## src/rtl/axil_master_arbiter_if.sv

```systemverilog
// Bundles the two client request ports and the shared AXI-Lite master
// request/response ports. The arbiter uses the master modport.
interface axil_master_arbiter_if #(
    parameter int REG_WIDTH = 32
);
    logic                 REQ0_VALID;
    logic                 REQ0_WRITE;
    logic [REG_WIDTH-1:0] REQ0_ADDR;
    logic [REG_WIDTH-1:0] REQ0_WDATA;
    logic                 REQ0_READY;
    logic                 REQ0_DONE;
    logic [REG_WIDTH-1:0] REQ0_RDATA;
    logic [1:0]           REQ0_RESP;

    logic                 REQ1_VALID;
    logic                 REQ1_WRITE;
    logic [REG_WIDTH-1:0] REQ1_ADDR;
    logic [REG_WIDTH-1:0] REQ1_WDATA;
    logic                 REQ1_READY;
    logic                 REQ1_DONE;
    logic [REG_WIDTH-1:0] REQ1_RDATA;
    logic [1:0]           REQ1_RESP;

    logic                 M_RRQST;
    logic [REG_WIDTH-1:0] M_RADDR;
    logic                 M_RACK;
    logic                 M_RVALID;
    logic [REG_WIDTH-1:0] M_RDATA;
    logic                 M_WRQST;
    logic [REG_WIDTH-1:0] M_WADDR;
    logic [REG_WIDTH-1:0] M_WDATA;
    logic                 M_WACK;
    logic                 M_BVALID;
    logic                 M_WRESULT;

    modport master (
        input  REQ0_VALID, REQ0_WRITE, REQ0_ADDR, REQ0_WDATA,
        output REQ0_READY, REQ0_DONE, REQ0_RDATA, REQ0_RESP,
        input  REQ1_VALID, REQ1_WRITE, REQ1_ADDR, REQ1_WDATA,
        output REQ1_READY, REQ1_DONE, REQ1_RDATA, REQ1_RESP,
        output M_RRQST, M_RADDR,
        input  M_RACK, M_RVALID, M_RDATA,
        output M_WRQST, M_WADDR, M_WDATA,
        input  M_WACK, M_BVALID, M_WRESULT
    );

    modport slave (
        output REQ0_VALID, REQ0_WRITE, REQ0_ADDR, REQ0_WDATA,
        input  REQ0_READY, REQ0_DONE, REQ0_RDATA, REQ0_RESP,
        output REQ1_VALID, REQ1_WRITE, REQ1_ADDR, REQ1_WDATA,
        input  REQ1_READY, REQ1_DONE, REQ1_RDATA, REQ1_RESP,
        input  M_RRQST, M_RADDR,
        output M_RACK, M_RVALID, M_RDATA,
        input  M_WRQST, M_WADDR, M_WDATA,
        output M_WACK, M_BVALID, M_WRESULT
    );
endinterface

```

## src/rtl/axil_master_arbiter.sv

```systemverilog
// Round-robin arbiter sharing one AXI-Lite master between two clients, one
// transaction in flight, with a watchdog that forces an SLVERR completion.
module axil_master_arbiter #(
    parameter int REG_WIDTH = 32,
    parameter int TIMEOUT   = 16
) (
    input  logic                  ACLK,
    input  logic                  ARESETN,
    axil_master_arbiter_if.master bus,
    output logic [2:0]            o_state
);
    typedef enum logic [2:0] {
        IDLE    = 3'd0,
        ISSUE_R = 3'd1,
        WAIT_R  = 3'd2,
        ISSUE_W = 3'd3,
        WAIT_W  = 3'd4,
        RESP    = 3'd5
    } state_t;

    localparam int TW = (TIMEOUT > 1) ? $clog2(TIMEOUT) : 1;
    localparam logic [TW-1:0] TIMER_LAST = (TIMEOUT > 0) ? TW'(TIMEOUT - 1) : '0;

    state_t               r_state;
    logic                 r_last;
    logic                 r_gid;
    logic [REG_WIDTH-1:0] r_addr;
    logic [REG_WIDTH-1:0] r_wdata;
    logic [TW-1:0]        r_timer;
    logic [REG_WIDTH-1:0] r_rdata0, r_rdata1;
    logic [1:0]           r_resp0, r_resp1;

    state_t               w_state_nxt;
    logic                 w_grant_vld;
    logic                 w_grant_id;
    logic                 w_sel_write;
    logic [REG_WIDTH-1:0] w_sel_addr;
    logic [REG_WIDTH-1:0] w_sel_wdata;
    logic                 w_timeout;
    logic                 w_cpl;
    logic [REG_WIDTH-1:0] w_cpl_rdata;
    logic [1:0]           w_cpl_resp;

    // Handshake: a request is accepted at the rising edge where REQx_VALID
    // and REQx_READY are both high; READY is high only in IDLE for the
    // single granted client, and VALID may drop without being accepted.
    assign w_grant_vld = bus.REQ0_VALID | bus.REQ1_VALID;
    assign w_grant_id  = (bus.REQ0_VALID & bus.REQ1_VALID) ? ~r_last : bus.REQ1_VALID;
    assign w_sel_write = w_grant_id ? bus.REQ1_WRITE : bus.REQ0_WRITE;
    assign w_sel_addr  = w_grant_id ? bus.REQ1_ADDR  : bus.REQ0_ADDR;
    assign w_sel_wdata = w_grant_id ? bus.REQ1_WDATA : bus.REQ0_WDATA;
    assign w_timeout   = (TIMEOUT != 0) && (r_timer == TIMER_LAST);

    always_comb begin
        w_state_nxt = r_state;
        w_cpl       = 1'b0;
        w_cpl_rdata = '0;
        w_cpl_resp  = 2'b00;
        case (r_state)
            IDLE: begin
                if (w_grant_vld) w_state_nxt = w_sel_write ? ISSUE_W : ISSUE_R;
            end
            ISSUE_R, WAIT_R: begin
                // A real completion on the watchdog edge takes priority.
                if (bus.M_RVALID && (r_state == WAIT_R || bus.M_RACK)) begin
                    w_cpl       = 1'b1;
                    w_cpl_rdata = bus.M_RDATA;
                end else if (w_timeout) begin
                    w_cpl      = 1'b1;
                    w_cpl_resp = 2'b10;
                end else if (r_state == ISSUE_R && bus.M_RACK) begin
                    w_state_nxt = WAIT_R;
                end
            end
            ISSUE_W, WAIT_W: begin
                if (bus.M_BVALID && (r_state == WAIT_W || bus.M_WACK)) begin
                    w_cpl      = 1'b1;
                    w_cpl_resp = bus.M_WRESULT ? 2'b00 : 2'b10;
                end else if (w_timeout) begin
                    w_cpl      = 1'b1;
                    w_cpl_resp = 2'b10;
                end else if (r_state == ISSUE_W && bus.M_WACK) begin
                    w_state_nxt = WAIT_W;
                end
            end
            RESP:    w_state_nxt = IDLE;
            default: w_state_nxt = IDLE;
        endcase
        if (w_cpl) w_state_nxt = RESP;
    end

    always_ff @(posedge ACLK or negedge ARESETN) begin
        if (!ARESETN) begin
            r_state  <= IDLE;
            r_last   <= 1'b1;
            r_gid    <= 1'b0;
            r_addr   <= '0;
            r_wdata  <= '0;
            r_timer  <= '0;
            r_rdata0 <= '0;
            r_rdata1 <= '0;
            r_resp0  <= 2'b00;
            r_resp1  <= 2'b00;
        end else begin
            r_state <= w_state_nxt;
            if (r_state == IDLE && w_grant_vld) begin
                r_gid   <= w_grant_id;
                r_addr  <= w_sel_addr;
                r_wdata <= w_sel_wdata;
                r_timer <= '0;
            end else if (r_state != IDLE && r_state != RESP) begin
                r_timer <= r_timer + 1'b1;
            end
            if (w_cpl && !r_gid) begin
                r_rdata0 <= w_cpl_rdata;
                r_resp0  <= w_cpl_resp;
            end
            if (w_cpl && r_gid) begin
                r_rdata1 <= w_cpl_rdata;
                r_resp1  <= w_cpl_resp;
            end
            if (r_state == RESP) r_last <= r_gid;
        end
    end

    // READY is gated by reset so every output reads 0 while ARESETN is low.
    assign bus.REQ0_READY = ARESETN && (r_state == IDLE) && w_grant_vld && !w_grant_id;
    assign bus.REQ1_READY = ARESETN && (r_state == IDLE) && w_grant_vld &&  w_grant_id;
    assign bus.REQ0_DONE  = (r_state == RESP) && !r_gid;
    assign bus.REQ1_DONE  = (r_state == RESP) &&  r_gid;
    assign bus.REQ0_RDATA = r_rdata0;
    assign bus.REQ1_RDATA = r_rdata1;
    assign bus.REQ0_RESP  = r_resp0;
    assign bus.REQ1_RESP  = r_resp1;

    assign bus.M_RRQST = (r_state == ISSUE_R);
    assign bus.M_RADDR = (r_state == ISSUE_R) ? r_addr : '0;
    assign bus.M_WRQST = (r_state == ISSUE_W);
    assign bus.M_WADDR = (r_state == ISSUE_W) ? r_addr : '0;
    assign bus.M_WDATA = (r_state == ISSUE_W) ? r_wdata : '0;

    assign o_state = r_state;
endmodule

```

## src/flat_wrapper.sv

```systemverilog
// flat-port wrapper written by rule: the top's interface ports become plain ports
module axil_master_arbiter_flat 
#(
    parameter int REG_WIDTH = 32,
    parameter int TIMEOUT   = 16
)
  (ACLK, ARESETN, o_state, bus_REQ0_VALID, bus_REQ0_WRITE, bus_REQ0_ADDR, bus_REQ0_WDATA, bus_REQ0_READY, bus_REQ0_DONE, bus_REQ0_RDATA, bus_REQ0_RESP, bus_REQ1_VALID, bus_REQ1_WRITE, bus_REQ1_ADDR, bus_REQ1_WDATA, bus_REQ1_READY, bus_REQ1_DONE, bus_REQ1_RDATA, bus_REQ1_RESP, bus_M_RRQST, bus_M_RADDR, bus_M_RACK, bus_M_RVALID, bus_M_RDATA, bus_M_WRQST, bus_M_WADDR, bus_M_WDATA, bus_M_WACK, bus_M_BVALID, bus_M_WRESULT);
  axil_master_arbiter_if #(.REG_WIDTH(REG_WIDTH)) bus_i ();
  input  logic ACLK;
  input  logic ARESETN;
  output logic [2:0] o_state;
  input wire logic [$bits(bus_i.REQ0_VALID)-1:0] bus_REQ0_VALID;
  input wire logic [$bits(bus_i.REQ0_WRITE)-1:0] bus_REQ0_WRITE;
  input wire logic [$bits(bus_i.REQ0_ADDR)-1:0] bus_REQ0_ADDR;
  input wire logic [$bits(bus_i.REQ0_WDATA)-1:0] bus_REQ0_WDATA;
  output wire logic [$bits(bus_i.REQ0_READY)-1:0] bus_REQ0_READY;
  output wire logic [$bits(bus_i.REQ0_DONE)-1:0] bus_REQ0_DONE;
  output wire logic [$bits(bus_i.REQ0_RDATA)-1:0] bus_REQ0_RDATA;
  output wire logic [$bits(bus_i.REQ0_RESP)-1:0] bus_REQ0_RESP;
  input wire logic [$bits(bus_i.REQ1_VALID)-1:0] bus_REQ1_VALID;
  input wire logic [$bits(bus_i.REQ1_WRITE)-1:0] bus_REQ1_WRITE;
  input wire logic [$bits(bus_i.REQ1_ADDR)-1:0] bus_REQ1_ADDR;
  input wire logic [$bits(bus_i.REQ1_WDATA)-1:0] bus_REQ1_WDATA;
  output wire logic [$bits(bus_i.REQ1_READY)-1:0] bus_REQ1_READY;
  output wire logic [$bits(bus_i.REQ1_DONE)-1:0] bus_REQ1_DONE;
  output wire logic [$bits(bus_i.REQ1_RDATA)-1:0] bus_REQ1_RDATA;
  output wire logic [$bits(bus_i.REQ1_RESP)-1:0] bus_REQ1_RESP;
  output wire logic [$bits(bus_i.M_RRQST)-1:0] bus_M_RRQST;
  output wire logic [$bits(bus_i.M_RADDR)-1:0] bus_M_RADDR;
  input wire logic [$bits(bus_i.M_RACK)-1:0] bus_M_RACK;
  input wire logic [$bits(bus_i.M_RVALID)-1:0] bus_M_RVALID;
  input wire logic [$bits(bus_i.M_RDATA)-1:0] bus_M_RDATA;
  output wire logic [$bits(bus_i.M_WRQST)-1:0] bus_M_WRQST;
  output wire logic [$bits(bus_i.M_WADDR)-1:0] bus_M_WADDR;
  output wire logic [$bits(bus_i.M_WDATA)-1:0] bus_M_WDATA;
  input wire logic [$bits(bus_i.M_WACK)-1:0] bus_M_WACK;
  input wire logic [$bits(bus_i.M_BVALID)-1:0] bus_M_BVALID;
  input wire logic [$bits(bus_i.M_WRESULT)-1:0] bus_M_WRESULT;
  assign bus_i.REQ0_VALID = bus_REQ0_VALID;
  assign bus_i.REQ0_WRITE = bus_REQ0_WRITE;
  assign bus_i.REQ0_ADDR = bus_REQ0_ADDR;
  assign bus_i.REQ0_WDATA = bus_REQ0_WDATA;
  assign bus_REQ0_READY = bus_i.REQ0_READY;
  assign bus_REQ0_DONE = bus_i.REQ0_DONE;
  assign bus_REQ0_RDATA = bus_i.REQ0_RDATA;
  assign bus_REQ0_RESP = bus_i.REQ0_RESP;
  assign bus_i.REQ1_VALID = bus_REQ1_VALID;
  assign bus_i.REQ1_WRITE = bus_REQ1_WRITE;
  assign bus_i.REQ1_ADDR = bus_REQ1_ADDR;
  assign bus_i.REQ1_WDATA = bus_REQ1_WDATA;
  assign bus_REQ1_READY = bus_i.REQ1_READY;
  assign bus_REQ1_DONE = bus_i.REQ1_DONE;
  assign bus_REQ1_RDATA = bus_i.REQ1_RDATA;
  assign bus_REQ1_RESP = bus_i.REQ1_RESP;
  assign bus_M_RRQST = bus_i.M_RRQST;
  assign bus_M_RADDR = bus_i.M_RADDR;
  assign bus_i.M_RACK = bus_M_RACK;
  assign bus_i.M_RVALID = bus_M_RVALID;
  assign bus_i.M_RDATA = bus_M_RDATA;
  assign bus_M_WRQST = bus_i.M_WRQST;
  assign bus_M_WADDR = bus_i.M_WADDR;
  assign bus_M_WDATA = bus_i.M_WDATA;
  assign bus_i.M_WACK = bus_M_WACK;
  assign bus_i.M_BVALID = bus_M_BVALID;
  assign bus_i.M_WRESULT = bus_M_WRESULT;
  axil_master_arbiter #(.REG_WIDTH(REG_WIDTH), .TIMEOUT(TIMEOUT)) u_core (.ACLK(ACLK), .ARESETN(ARESETN), .bus(bus_i), .o_state(o_state));
endmodule
```

## config.mk

```make
export PLATFORM = sky130hd
export DESIGN_NAME = axil_master_arbiter_flat
export DESIGN_NICKNAME = d
export VERILOG_FILES = /design/src/rtl/axil_master_arbiter_if.sv /design/src/rtl/axil_master_arbiter.sv /design/src/flat_wrapper.sv
export SDC_FILE = /design/constraint.sdc
export NUM_CORES = 1
export LEC_CHECK = 0
export CORE_ASPECT_RATIO = 2
export CORE_MARGIN = 5
export CORE_UTILIZATION = 44
export CTS_BUF_LIST = sky130_fd_sc_hd__clkbuf_8
export DETAILED_ROUTE_END_ITERATION = 12
export PLACE_DENSITY = 0.94
export SYNTH_ARGS = -nofsm -noshare
export SYNTH_HDL_FRONTEND = slang
export SYNTH_SLANG_ARGS = --single-unit
```

## constraint.sdc

```tcl
create_clock -name ACLK -period 4.67 [get_ports ACLK]
set_input_delay 1.1675 -clock ACLK [delete_from_list [all_inputs] [get_ports ACLK]]
set_output_delay 1.1675 -clock ACLK [all_outputs]
set_load 0.02 [all_outputs]
```

Word-level counts from Yosys, hierarchy flattened
Cells that the tools add are included.

Equal/unequal tests: 14. Reduce and logical (&&, ||, !) cells: 24. Divide/modulo/power cells: 0. Multipliers: 0. Bitwise logic cells: 3. Shifts and indexed selects: 0. Mux-type cells: 30. Order comparisons: 0. Add/subtract/negate cells: 1.

Operators with widths (count): $mux 32 (7); $mux 3 (8); $logic_and 1x1->1 (14); $mux 2 (5); $ne 3x1->1 const B (3); $ne 3x3->1 const B (3); $pmux 3 s3 (1); $mux 4 (2); $reduce_and 7->1 (1); $eq 3x2->1 const B (2); $eq 3x3->1 const B (2); $ne 3x2->1 const B (2); $mux 1 (5); $add 4x1->4 const B (1); $eq 4x4->1 const B (1); $pmux 2 s2 (1); $reduce_or 2->1 (2); $eq 3x1->1 const B (1); $logic_not 3->1 (1); $reduce_bool 3->1 (1); $logic_not 1->1 (2); $logic_or 1x1->1 (2); $pmux 1 s2 (1); $reduce_bool 2->1 (1); 3 further kinds (3).

Flip-flop bits (word level): 141. RAM bits: 0. Memories kept: 0. Bits of input ports: 171. Memory bits (read-only): 0. Bits in latches: 0. Output and inout bits: 173. Logic and storage cells: 82.

Depth between registers and ports, before layout
Gate-level depths: netlist (run 1).

Depth in word-level cells: 7. Mapped depth: 8. Mapped depth without buffers: 6.

Worst setup path after synthesis (run 1)
OpenSTA, ideal clock, no wires.

Path kind: input to output. From: input bus_REQ1_VALID. To: output bus_REQ0_READY. Buffers on the path: 3. Stages on the path: 5. Data required time: 3.503 ns. Data arrival time: 2.357 ns. Slack: 1.146 ns. Path through: a21boi_0 clkbuf_1 buf_2 buf_2 nor3b_1.

Cells in the longest elaborated chain, start to end: 4. Elaborated cells between the ends (all ways): 6. Those cells by class: mux: 1; bitwise: 2; reduce/logical: 3.

Ends and longest elaborated chain: start, declared (RTL line flat_wrapper.sv:20) `input wire logic [$bits(bus_i.REQ1_VALID)-1:0] bus_REQ1_VALID;`; $and 1x1->1 (RTL line axil_master_arbiter.sv:48) `assign w_grant_id = (bus.REQ0_VALID & bus.REQ1_VALID) ? ~r_last : bus.REQ1_VALID;`; $mux 1 (RTL line axil_master_arbiter.sv:48); $logic_not 1->1 (RTL line axil_master_arbiter.sv:127) `assign bus.REQ0_READY = ARESETN && (r_state == IDLE) && w_grant_vld && !w_grant_id;`; $logic_and 1x1->1 * (RTL line axil_master_arbiter.sv:127); end, declared (RTL line flat_wrapper.sv:16) `output wire logic [$bits(bus_i.REQ0_READY)-1:0] bus_REQ0_READY;`.

Every way passes the cells marked *; elsewhere a longest branch is shown, timed or not.

Final worst setup path (run 1)
From: input bus_REQ0_VALID. To: output bus_REQ0_READY.

Cells in the longest elaborated chain, start to end: 4. Elaborated cells between the ends (all ways): 6. Those cells by class: mux: 1; bitwise: 2; reduce/logical: 3.

Ends and longest elaborated chain: start, declared (RTL line flat_wrapper.sv:12) `input wire logic [$bits(bus_i.REQ0_VALID)-1:0] bus_REQ0_VALID;`; $and 1x1->1 (RTL line axil_master_arbiter.sv:48); $mux 1 (RTL line axil_master_arbiter.sv:48); $logic_not 1->1 (RTL line axil_master_arbiter.sv:127); $logic_and 1x1->1 * (RTL line axil_master_arbiter.sv:127).

Marked as above.

==> flow_results.xml, run 1 <==
<?xml version="1.0" encoding="UTF-8"?>
<metrics>
  <group name="clock_tree">
    <metric name="cts_made_buffers" unit="">17</metric>
    <metric name="clock_tree_root_buffer_cell" unit="">sky130_fd_sc_hd__clkbuf_8</metric>
    <metric name="htreeDepth" unit="">4</metric>
    <metric name="post_cts_buffers" unit="">0</metric>
    <metric name="cts.sinks" unit="">139</metric>
    <metric name="clkSlewWorstSetupHoldPaths" unit="ps">80</metric>
    <metric name="cts_hold_buffers" unit="">0</metric>
    <metric name="cts_max_path_buffers" unit="">2</metric>
    <metric name="cts_tree" unit="">yes</metric>
    <metric name="post_cts_resized" unit="">0</metric>
    <metric name="worst_skew_pair.late_latency" unit="ps">440</metric>
  </group>
  <group name="pwr">
    <metric name="worst_ir_drop_vdd" unit="V">0.000403</metric>
    <metric name="power_density" unit="nW/um^2">574</metric>
    <metric name="seqPwrFrac" unit="%">34.6</metric>
    <metric name="clkPwrFrac" unit="%">17.5</metric>
    <metric name="switching_power" unit="uW">2480</metric>
    <metric name="power.combinational.fraction" unit="%">47.9</metric>
    <metric name="power.leakage" unit="uW">0.00456</metric>
    <metric name="switching_fraction_of_total_power" unit="%">40.4</metric>
    <metric name="internal_power" unit="uW">3660</metric>
  </group>
  <group name="layout">
    <metric name="layout.filler_cells" unit="">1041</metric>
    <metric name="diodes" unit="">0</metric>
    <metric name="most_frequent_standard_cell_in_the_layout_excluding_fill_and_tap_cells" unit="">sky130_fd_sc_hd__clkdlybuf4s50_1</metric>
    <metric name="layout_common_cells" unit="">sky130_fd_sc_hd__clkdlybuf4s50_1, sky130_fd_sc_hd__nand2_1, sky130_fd_sc_hd__dfrtp_1, sky130_fd_sc_hd__o21ai_0, sky130_fd_sc_hd__and2_1</metric>
    <metric name="finalCoreUtilization" unit="%">71.7</metric>
    <metric name="design.final.nets" unit="">1212</metric>
    <metric name="drive_above_1_share" unit="%">5.13</metric>
    <metric name="layoutNonFillerInstCount" unit="">1248</metric>
    <metric name="final_cell_area" unit="sq um">10700</metric>
    <metric name="areaGrowthSynthToFinish" unit="%">60.1</metric>
  </group>
  <group name="setup_path">
    <metric name="critical_path_peak_fanout" unit="">4</metric>
    <metric name="critPathKind" unit="">primary input to output pin</metric>
    <metric name="worst_r2r_endpoint" unit="">u_core.bus.REQ1_RDATA[28]</metric>
    <metric name="crit_path_max_incr_delay" unit="ps">650</metric>
    <metric name="r2r_slack" unit="ps">1800</metric>
    <metric name="critical_path_required_time" unit="ps">3500</metric>
    <metric name="timing.critical_path.arrival" unit="ps">2820</metric>
    <metric name="cpMaxStageDelayCell" unit="">sky130_fd_sc_hd__clkdlybuf4s50_1</metric>
    <metric name="cells_traversed_along_the_worst_timing_path" unit="">clkdlybuf4s50_1, a21boi_4, nor3b_1, clkdlybuf4s50_1</metric>
    <metric name="rr_startpoint" unit="">u_core.o_state[2]</metric>
    <metric name="crit_path_end_kind" unit="">output pin</metric>
    <metric name="critical-path-top-cell-by-count" unit="">sky130_fd_sc_hd__clkdlybuf4s50_1</metric>
    <metric name="worst_setup_path_start_kind" unit="">primary input</metric>
    <metric name="reg2reg_depth" unit="">6</metric>
  </group>
  <group name="route">
    <metric name="vias" unit="">6301</metric>
    <metric name="routed_via_density" unit="">5.05</metric>
    <metric name="met3_wirelength" unit="microns">1420</metric>
    <metric name="drcViolationCount" unit="">0</metric>
    <metric name="detail_route.wirelength" unit="microns">22000</metric>
    <metric name="drt_pass1_iterations" unit="">4</metric>
    <metric name="dr_wl_met2" unit="microns">12000</metric>
    <metric name="routedWlPerCell" unit="microns">17.6</metric>
    <metric name="drtAntennaViolNets" unit="">0</metric>
    <metric name="detail_route.iter0.violations" unit="">164</metric>
    <metric name="drt-met1-wl" unit="microns">7800</metric>
    <metric name="routed.top_layer" unit="">met4</metric>
  </group>
  <group name="job">
    <metric name="max_cap_violations" unit="">0</metric>
  </group>
  <group name="status">
    <metric name="status" unit="">finished, final reports clean</metric>
  </group>
  <group name="global_routing">
    <metric name="overflow" unit="">0</metric>
    <metric name="grt_first_pass_wirelength" unit="microns">34300</metric>
    <metric name="grt_antenna_before_repair" unit="">0</metric>
    <metric name="grt.total_usage" unit="%">24.4</metric>
    <metric name="vias_in_the_first_global_route" unit="">6624</metric>
    <metric name="pin_count_of_the_biggest_net_entering_global_routing" unit="">75</metric>
  </group>
  <group name="synthesis">
    <metric name="ys_ff_latch" unit="">139</metric>
    <metric name="synth_warnings" unit="">0</metric>
    <metric name="post_synth_inst_count" unit="">721</metric>
    <metric name="post_synth_num_cell_types" unit="">37</metric>
    <metric name="avgSynthCellArea" unit="sq um">9.25</metric>
    <metric name="synth-main-ff-cell" unit="">sky130_fd_sc_hd__dfrtp_1</metric>
    <metric name="ys_async_sr_fraction" unit="%">100</metric>
    <metric name="synth.cell_area" unit="sq um">6670</metric>
    <metric name="number_of_enable_flip_flop_cells_after_synthesis" unit="">0</metric>
    <metric name="ys_seq_area_share" unit="%">52.2</metric>
  </group>
  <group name="die">
    <metric name="rows" unit="">63</metric>
    <metric name="io_pins" unit="">344</metric>
    <metric name="core" unit="sq um">14900</metric>
    <metric name="die_y" unit="microns">184</metric>
    <metric name="start_util" unit="%">44.8</metric>
    <metric name="die_area" unit="sq um">17900</metric>
    <metric name="fp.dieW" unit="microns">97.1</metric>
  </group>
  <group name="placement">
    <metric name="numPortBuffers" unit="">341</metric>
    <metric name="postPlaceCellArea" unit="sq um">10200</metric>
    <metric name="place.detailed.instances" unit="">1216</metric>
    <metric name="global_placement_routability_congestion" unit="">0.832</metric>
    <metric name="place.detailed.hpwl" unit="microns">17100</metric>
  </group>
  <group name="timing">
    <metric name="slew_limit_headroom" unit="%">42.7</metric>
    <metric name="rsz0062_at_grt" unit="">no</metric>
    <metric name="hold_ws" unit="ps">476</metric>
    <metric name="finalSetupViolCount" unit="">0</metric>
    <metric name="worst_clock_skew" unit="ps">10.7</metric>
    <metric name="period_minus_slack" unit="ps">3980</metric>
    <metric name="worst_pin_slew" unit="ps">860</metric>
    <metric name="finalHoldViolations" unit="">0</metric>
    <metric name="layout_worst_path_cycle_share" unit="%">85.3</metric>
    <metric name="max_freq" unit="MHz">251</metric>
    <metric name="finalSetupTns" unit="ps">0</metric>
    <metric name="final-max-slew-violation-count" unit="">0</metric>
  </group>
  <group name="hold_path">
    <metric name="worst_hold_class" unit="">flip-flop to flip-flop</metric>
    <metric name="holdCritStartpoint" unit="">u_core.r_wdata[30]</metric>
    <metric name="worstHoldEndpoint" unit="">u_core.r_wdata[30]</metric>
    <metric name="min_delay_path_depth" unit="">2</metric>
  </group>
</metrics>
==> kinds of logic (layout without fill, tap and decap cells) <==
kind of cell    count (synthesis)  after routing  synth area share, %
fa+ha+maj                       1              1                0.188
buf+inv                        56            387                 3.58
simple gates                  297            297                 21.2
other cells                     1              2               0.0562
mux                            66             66                 9.92
xor+xnor                        2              2                0.263
compound gates                159            159                 12.6
flops                         139            139                 52.2
==> critical path: cells and delay by family <==
family	cells	cell delay (ps)
AO/OA/AOI/OAI	1	100
AND/OR/NAND/NOR	1	260
buffers and inverters	2	1280
==> cells in the mapped netlist (all sizes together) (5+ instances only) <==
master | number | area, sq um
a21oi | 6 | 30.0
and2 | 97 | 607
and3 | 5 | 31.3
buf | 22 | 111
clkbuf | 32 | 120
dfrtp | 138 | 3450
mux2i | 65 | 651
nand2 | 168 | 631
nor2 | 10 | 37.5
o21ai | 139 | 696
==> per-layer routing <==
layer	GRT usage, %	vias up
met5	0	-
met2	45.0	260
met1	25.4	2968
met3	6.70	44
met4	11.1	0
li1	-	3029
==> power by group through the flow <==
stage          clock [uW]  combinational [uW]  sequential [uW]
2_1_floorplan           0                1320             2350
6_report             1080                2940             2120
4_1_cts              1100                2970             2120
3_5_place_dp            0                2960             2140
5_1_grt              1160                3180             2200
3_3_place_gp            0                2870             2110
==> worst max path at each step <==
| stage | startpoint | end |
|---|---|---|
| 6_report | bus_REQ0_VALID | bus_REQ0_READY |
| 5_1_grt | u_core.o_state[2] | bus_REQ0_READY |
| 4_1_cts | u_core.o_state[2] | bus_REQ0_READY |
| 3_5_place_dp | bus_REQ0_VALID | bus_REQ0_READY |
| 3_3_place_gp | bus_REQ0_VALID | bus_REQ0_READY |
| 2_1_floorplan | bus_REQ1_VALID | bus_REQ0_READY |
==> state kept, by name, indices dropped and copies added, names as in the netlist <==
register / count
u_core.r_wdata: 32
u_core.r_addr: 32
u_core.r_last: 1
u_core.bus.REQ1_RDATA: 32
u_core.bus.REQ0_RESP: 1
u_core.r_timer: 4
u_core.bus.REQ0_RDATA: 32
u_core.o_state: 3
u_core.bus.REQ1_RESP: 1
u_core.r_gid: 1
==> per-stage QoR <==
step,setup WS [ps],total power [uW]
floorplan,1150,3670
global placement,711,4970
detailed placement,659,5100
CTS,588,6200
global route,465,6540
finish,686,6130
==> area by class of cell <==
type | instances | area [sq um] | share of cell area, %
clock buffer | 18 | 248 | 2.32
clock inverter | 14 | 193 | 1.80
inverter | 2 | 7.51 | 0.0703
multi-input combinational | 527 | 2990 | 28.0
sequential | 139 | 3480 | 32.6
tap | 195 | 244 | 2.29
timing repair buffer | 353 | 3520 | 32.9
Power figures use the tool's default switching activity.
==> run 2: changes to the inputs <==
--- a/config.mk
+++ b/config.mk
@@ -7,10 +7,10 @@
 export LEC_CHECK = 0
 export CORE_ASPECT_RATIO = 2
 export CORE_MARGIN = 5
-export CORE_UTILIZATION = 44
+export CORE_UTILIZATION = 33
 export CTS_BUF_LIST = sky130_fd_sc_hd__clkbuf_8
 export DETAILED_ROUTE_END_ITERATION = 12
-export PLACE_DENSITY = 0.94
+export PLACE_DENSITY = 0.75
 export SYNTH_ARGS = -nofsm -noshare
 export SYNTH_HDL_FRONTEND = slang
 export SYNTH_SLANG_ARGS = --single-unit
==> flow_results.xml, run 2 (synthesized netlist as in run 1, its figures left out) <==
<?xml version="1.0" encoding="UTF-8"?>
<metrics>
  <group name="setup_path">
    <metric name="r2r_slack" unit="ps">1730</metric>
    <metric name="worst_setup_path_start_kind" unit="">flip-flop</metric>
    <metric name="rr_startpoint" unit="">u_core.o_state[2]</metric>
    <metric name="critPathKind" unit="">flip-flop to output pin</metric>
    <metric name="crit_path_end_kind" unit="">output pin</metric>
    <metric name="critical_path_required_time" unit="ps">3500</metric>
    <metric name="critical_path_peak_fanout" unit="">24</metric>
    <metric name="reg2reg_depth" unit="">5</metric>
    <metric name="timing.critical_path.arrival" unit="ps">3020</metric>
    <metric name="worst_r2r_endpoint" unit="">u_core.bus.REQ1_RDATA[16]</metric>
  </group>
  <group name="global_routing">
    <metric name="overflow" unit="">0</metric>
    <metric name="grt.total_usage" unit="%">19.1</metric>
    <metric name="vias_in_the_first_global_route" unit="">6416</metric>
    <metric name="grt_first_pass_wirelength" unit="microns">34600</metric>
    <metric name="pin_count_of_the_biggest_net_entering_global_routing" unit="">128</metric>
    <metric name="grt_antenna_before_repair" unit="">1</metric>
  </group>
  <group name="placement">
    <metric name="place.detailed.hpwl" unit="microns">17700</metric>
    <metric name="global_placement_routability_congestion" unit="">0.840</metric>
    <metric name="numPortBuffers" unit="">341</metric>
  </group>
  <group name="die">
    <metric name="die_area" unit="sq um">23300</metric>
    <metric name="rows" unit="">73</metric>
    <metric name="fp.dieW" unit="microns">111</metric>
    <metric name="start_util" unit="%">33.5</metric>
    <metric name="die_y" unit="microns">211</metric>
    <metric name="io_pins" unit="">344</metric>
    <metric name="core" unit="sq um">19900</metric>
  </group>
  <group name="hold_path">
    <metric name="holdCritStartpoint" unit="">u_core.r_wdata[29]</metric>
    <metric name="min_delay_path_depth" unit="">2</metric>
    <metric name="worst_hold_class" unit="">flip-flop to flip-flop</metric>
    <metric name="worstHoldEndpoint" unit="">u_core.r_wdata[29]</metric>
  </group>
  <group name="layout">
    <metric name="most_frequent_standard_cell_in_the_layout_excluding_fill_and_tap_cells" unit="">sky130_fd_sc_hd__clkdlybuf4s50_1</metric>
    <metric name="layout_common_cells" unit="">sky130_fd_sc_hd__clkdlybuf4s50_1, sky130_fd_sc_hd__nand2_1, sky130_fd_sc_hd__dfrtp_1, sky130_fd_sc_hd__o21ai_0, sky130_fd_sc_hd__and2_1</metric>
    <metric name="areaGrowthSynthToFinish" unit="%">60.5</metric>
    <metric name="drive_above_1_share" unit="%">4.94</metric>
    <metric name="design.final.nets" unit="">1211</metric>
  </group>
  <group name="timing">
    <metric name="final-max-slew-violation-count" unit="">0</metric>
    <metric name="finalSetupTns" unit="ps">0</metric>
    <metric name="hold_ws" unit="ps">476</metric>
    <metric name="max_freq" unit="MHz">239</metric>
    <metric name="finalSetupViolCount" unit="">0</metric>
    <metric name="layout_worst_path_cycle_share" unit="%">89.8</metric>
    <metric name="rsz0062_at_grt" unit="">no</metric>
    <metric name="slew_limit_headroom" unit="%">27.7</metric>
    <metric name="finalHoldViolations" unit="">0</metric>
    <metric name="worst_pin_slew" unit="ps">1080</metric>
    <metric name="period_minus_slack" unit="ps">4190</metric>
    <metric name="worst_clock_skew" unit="ps">15.4</metric>
  </group>
  <group name="clock_tree">
    <metric name="cts_hold_buffers" unit="">0</metric>
    <metric name="clock_tree_root_buffer_cell" unit="">sky130_fd_sc_hd__clkbuf_8</metric>
    <metric name="htreeDepth" unit="">4</metric>
    <metric name="worst_skew_pair.late_latency" unit="ps">450</metric>
    <metric name="cts.sinks" unit="">139</metric>
    <metric name="cts_tree" unit="">yes</metric>
    <metric name="cts_made_buffers" unit="">17</metric>
    <metric name="clkSlewWorstSetupHoldPaths" unit="ps">90</metric>
    <metric name="cts_max_path_buffers" unit="">2</metric>
    <metric name="post_cts_resized" unit="">0</metric>
    <metric name="post_cts_buffers" unit="">0</metric>
  </group>
  <group name="pwr">
    <metric name="switching_fraction_of_total_power" unit="%">41.2</metric>
    <metric name="clkPwrFrac" unit="%">16.4</metric>
    <metric name="worst_ir_drop_vdd" unit="V">0.000274</metric>
    <metric name="power.combinational.fraction" unit="%">48.0</metric>
    <metric name="switching_power" unit="uW">2480</metric>
    <metric name="power.leakage" unit="uW">0.00455</metric>
    <metric name="seqPwrFrac" unit="%">35.5</metric>
    <metric name="internal_power" unit="uW">3540</metric>
    <metric name="power_density" unit="nW/um^2">563</metric>
    <metric name="p_total" unit="uW">6020</metric>
  </group>
  <group name="route">
    <metric name="routedWlPerCell" unit="microns">17.2</metric>
    <metric name="detail_route.iter0.violations" unit="">234</metric>
    <metric name="drcViolationCount" unit="">0</metric>
    <metric name="detail_route.wirelength" unit="microns">22600</metric>
    <metric name="drtAntennaViolNets" unit="">0</metric>
    <metric name="routed_via_density" unit="">4.68</metric>
    <metric name="vias" unit="">6156</metric>
    <metric name="drt_pass1_iterations" unit="">4</metric>
  </group>
  <group name="job">
    <metric name="max_cap_violations" unit="">0</metric>
  </group>
  <group name="status">
    <metric name="status" unit="">finished, final reports clean</metric>
  </group>
</metrics>
## run 2: through the flow
stage | worst slack [ps] | cells | util [%] | cell area, sq um
floorplan | 1150 | 722 | - | 6670
global placement | 431 | 1282 | 51.8 | 10300
detailed placement | 480 | 1282 | 51.8 | 10300
CTS | 442 | 1314 | 53.8 | 10700
global route | 318 | 1315 | 53.8 | 10700
finish | 478 | 1315 | 53.8 | 10700
## run 2: power by group through the flow
stage | sequential [uW] | clock (uW) | combinational, uW
CTS | 2150 | 1030 | 2950
global route | 2220 | 1080 | 3160
finish | 2140 | 990 | 2890
global placement | 2140 | 0 | 2890
floorplan | 2350 | 0 | 1320
detailed placement | 2170 | 0 | 2940
## run 2: area by class of cell
class	instances	area, sq um
Antenna cell	1	2.50
Clock buffer	18	248
Clock inverter	14	145
Fill cell	1853	9200
Inverter	2	7.51
Multi-Input combinational cell	527	2990
Sequential cell	139	3480
Tap cell	262	328
Timing Repair Buffer	352	3510
## run 2: critical path, cell delays in order, from the launching register on
cell and delay (ps):
sky130_fd_sc_hd__dfrtp_1 590, sky130_fd_sc_hd__nand2b_1 300, sky130_fd_sc_hd__nor2_2 540, sky130_fd_sc_hd__buf_4 360, sky130_fd_sc_hd__and2_1 150, sky130_fd_sc_hd__clkdlybuf4s50_1 630
## run 2: worst max-delay path by stage
stage,from,to,slack (ps)
6_report,u_core.o_state[2],bus_M_RADDR[17],480
5_1_grt,u_core.o_state[2],bus_M_RADDR[8],320
4_1_cts,u_core.o_state[2],bus_M_RADDR[17],440
3_5_place_dp,bus_REQ1_VALID,bus_REQ0_READY,480
3_3_place_gp,bus_REQ1_VALID,bus_REQ0_READY,430
2_1_floorplan,bus_REQ1_VALID,bus_REQ0_READY,1150
## run 2: metal layers
layer  wire length, microns  track usage (%)  vias to the layer above  part of all wire (%)
met4                    873             9.82                        0                   3.9
met3                   1320             4.73                       45                   5.8
li1                       -                -                     3039                     -
met2                  12400             36.5                      238                    55
met5                      0                0                        -                     0
met1                   8030             18.8                     2834                    35
==> run 3: changes to the inputs <==
--- a/config.mk
+++ b/config.mk
@@ -5,12 +5,12 @@
 export SDC_FILE = /design/constraint.sdc
 export NUM_CORES = 1
 export LEC_CHECK = 0
-export CORE_ASPECT_RATIO = 2
-export CORE_MARGIN = 5
-export CORE_UTILIZATION = 33
+export CORE_AREA = 5 5 131 133
 export CTS_BUF_LIST = sky130_fd_sc_hd__clkbuf_8
 export DETAILED_ROUTE_END_ITERATION = 12
-export PLACE_DENSITY = 0.75
+export DIE_AREA = 0 0 136 138
+export DONT_BUFFER_PORTS = 1
+export PLACE_DENSITY = 0.63
 export SYNTH_ARGS = -nofsm -noshare
 export SYNTH_HDL_FRONTEND = slang
 export SYNTH_SLANG_ARGS = --single-unit
==> constraint.sdc (replaced) <==
create_clock -name ACLK -period 4.67 [get_ports ACLK]
set_input_delay 0.934 -clock ACLK [delete_from_list [all_inputs] [get_ports ACLK]]
set_output_delay 0.934 -clock ACLK [all_outputs]
set_load 0.02 [all_outputs]
==> flow_results.xml, run 3 (synthesized netlist as in run 1, its figures left out) <==
<?xml version="1.0" encoding="UTF-8"?>
<metrics>
  <group name="pwr">
    <metric name="p_total" unit="uW">4990</metric>
    <metric name="worst_ir_drop_vdd" unit="V">0.000423</metric>
    <metric name="power.leakage" unit="uW">0.00325</metric>
    <metric name="power_density" unit="nW/um^2">695</metric>
  </group>
  <group name="global_routing">
    <metric name="overflow" unit="">0</metric>
    <metric name="pin_count_of_the_biggest_net_entering_global_routing" unit="">142</metric>
    <metric name="met2_usage" unit="%">30.4</metric>
    <metric name="groute.layer.met3.usage" unit="%">8.02</metric>
    <metric name="grt_first_pass_wirelength" unit="microns">27400</metric>
    <metric name="grt_antenna_before_repair" unit="">1</metric>
    <metric name="busiest_grt_layer" unit="">met2</metric>
    <metric name="vias_in_the_first_global_route" unit="">4992</metric>
    <metric name="grt_util_met1" unit="%">22.2</metric>
    <metric name="grt.total_usage" unit="%">18.6</metric>
  </group>
  <group name="route">
    <metric name="detail_route.iter0.violations" unit="">251</metric>
    <metric name="detail_route.wirelength" unit="microns">17900</metric>
    <metric name="drt_pass1_iterations" unit="">4</metric>
    <metric name="drtAntennaViolNets" unit="">0</metric>
    <metric name="vias" unit="">4865</metric>
    <metric name="routed_via_density" unit="">5.28</metric>
    <metric name="routedWlPerCell" unit="microns">19.5</metric>
    <metric name="drcViolationCount" unit="">0</metric>
  </group>
  <group name="clock_tree">
    <metric name="cts_tree" unit="">yes</metric>
    <metric name="clock_tree_root_buffer_cell" unit="">sky130_fd_sc_hd__clkbuf_8</metric>
    <metric name="clkSlewWorstSetupHoldPaths" unit="ps">80</metric>
    <metric name="cts.sinks" unit="">139</metric>
    <metric name="cts_made_buffers" unit="">17</metric>
    <metric name="htreeDepth" unit="">4</metric>
    <metric name="post_cts_buffers" unit="">0</metric>
    <metric name="post_cts_resized" unit="">0</metric>
    <metric name="cts_hold_buffers" unit="">0</metric>
    <metric name="cts_max_path_buffers" unit="">2</metric>
    <metric name="worst_skew_pair.late_latency" unit="ps">440</metric>
  </group>
  <group name="timing">
    <metric name="slew_limit_headroom" unit="%">25.4</metric>
    <metric name="finalSetupViolCount" unit="">0</metric>
    <metric name="max_freq" unit="MHz">275</metric>
    <metric name="layout_worst_path_cycle_share" unit="%">77.7</metric>
    <metric name="period_minus_slack" unit="ps">3630</metric>
    <metric name="worst_pin_slew" unit="ps">1120</metric>
    <metric name="finalSetupTns" unit="ps">0</metric>
    <metric name="worst_clock_skew" unit="ps">8.52</metric>
    <metric name="final-max-slew-violation-count" unit="">0</metric>
    <metric name="finalHoldViolations" unit="">0</metric>
    <metric name="rsz0062_at_grt" unit="">no</metric>
  </group>
  <group name="layout">
    <metric name="design.final.nets" unit="">864</metric>
    <metric name="diodes" unit="">0</metric>
    <metric name="layout.filler_cells" unit="">1563</metric>
    <metric name="most_frequent_standard_cell_in_the_layout_excluding_fill_and_tap_cells" unit="">sky130_fd_sc_hd__nand2_1</metric>
    <metric name="layout_common_cells" unit="">sky130_fd_sc_hd__nand2_1, sky130_fd_sc_hd__dfrtp_1, sky130_fd_sc_hd__o21ai_0, sky130_fd_sc_hd__and2_1, sky130_fd_sc_hd__mux2i_1</metric>
    <metric name="drive_above_1_share" unit="%">6.52</metric>
    <metric name="multi_input_area" unit="sq um">2990</metric>
    <metric name="areaGrowthSynthToFinish" unit="%">7.50</metric>
    <metric name="regArea" unit="sq um">3480</metric>
  </group>
  <group name="die">
    <metric name="fp.dieW" unit="microns">136</metric>
    <metric name="die_area" unit="sq um">18800</metric>
    <metric name="core" unit="sq um">15700</metric>
    <metric name="die_y" unit="microns">138</metric>
    <metric name="rows" unit="">46</metric>
    <metric name="io_pins" unit="">344</metric>
    <metric name="start_util" unit="%">42.5</metric>
  </group>
  <group name="setup_path">
    <metric name="rr_startpoint" unit="">u_core.o_state[1]</metric>
    <metric name="critPathKind" unit="">flip-flop to output pin</metric>
    <metric name="crit_path_end_kind" unit="">output pin</metric>
    <metric name="critical_path_peak_fanout" unit="">18</metric>
    <metric name="critical_path_required_time" unit="ps">3740</metric>
    <metric name="timing.critical_path.arrival" unit="ps">2700</metric>
    <metric name="worst_setup_path_startpoint" unit="">u_core.o_state[2]</metric>
    <metric name="worst_setup_path_start_kind" unit="">flip-flop</metric>
  </group>
  <group name="placement">
    <metric name="global_placement_routability_congestion" unit="">0.848</metric>
    <metric name="numPortBuffers" unit="">0</metric>
    <metric name="place.detailed.hpwl" unit="microns">13600</metric>
  </group>
  <group name="hold_path">
    <metric name="worst_hold_class" unit="">primary input to asynchronous set/reset pin</metric>
  </group>
  <group name="job">
    <metric name="max_cap_violations" unit="">0</metric>
  </group>
  <group name="status">
    <metric name="status" unit="">finished, final reports clean</metric>
  </group>
</metrics>
[run 3: cell type report]
cell class | count | area share, %
Sequential cell | 139 | 48.5
Multi-Input combinational cell | 527 | 41.7
Tap cell | 216 | 3.77
Clock buffer | 17 | 3.26
Clock inverter | 15 | 2.15
Timing Repair Buffer | 5 | 0.523
Inverter | 2 | 0.105
[run 3: final timing paths]
| kind | to | slack (ps) | cells after the start |
|---|---|---|---|
| worst max register to register | u_core.bus.REQ1_RDATA[10] | 1350 | 4 |
| worst min register to register | u_core.r_wdata[24] | 480 | 2 |
| max in group asynchronous | u_core.bus.REQ0_RDATA[27] | 4200 | 0 |
| worst max-delay path | bus_REQ0_READY | 1040 | 3 |
| worst min-delay path | u_core.r_addr[10] | 180 | 0 |
| min in group ACLK | u_core.r_wdata[24] | 480 | 2 |
[run 3: power by group]
group,total [uW],switching [uW],internal [uW]
clock,958,518,440
sequential,2520,767,1760
combinational,1500,1020,489
total,4990,2300,2690
[run 3: stage by stage]
| step | worst slack, ps | instances | hold slack [ps] | cell area (sq um) | utilization (%) |
|---|---|---|---|---|---|
| 2_1_floorplan | 1600 | 722 | 442 | 6670 | - |
| 3_3_place_gp | 1490 | 889 | 454 | 6780 | 43.2 |
| 3_5_place_dp | 1300 | 889 | 462 | 6780 | 43.2 |
| 4_1_cts | 1020 | 921 | 148 | 7170 | 45.6 |
| 5_1_grt | 833 | 921 | 125 | 7170 | 45.6 |
| 6_report | 1040 | 921 | 183 | 7170 | 45.6 |
[run 3: routing by layer]
layer | vias to the layer above | part of all wire [%]
li1 | 2342 | -
met1 | 2303 | 39
met2 | 191 | 49
met3 | 27 | 9.5
met4 | 2 | 1.8
met5 | - | 0.073
[run 3: worst max-delay path, stage by stage, from the launching register on]
cell                      delay [ps]
sky130_fd_sc_hd__dfrtp_1         630
sky130_fd_sc_hd__nor3_1          690
sky130_fd_sc_hd__o21ai_4         110
sky130_fd_sc_hd__nor3b_1         830
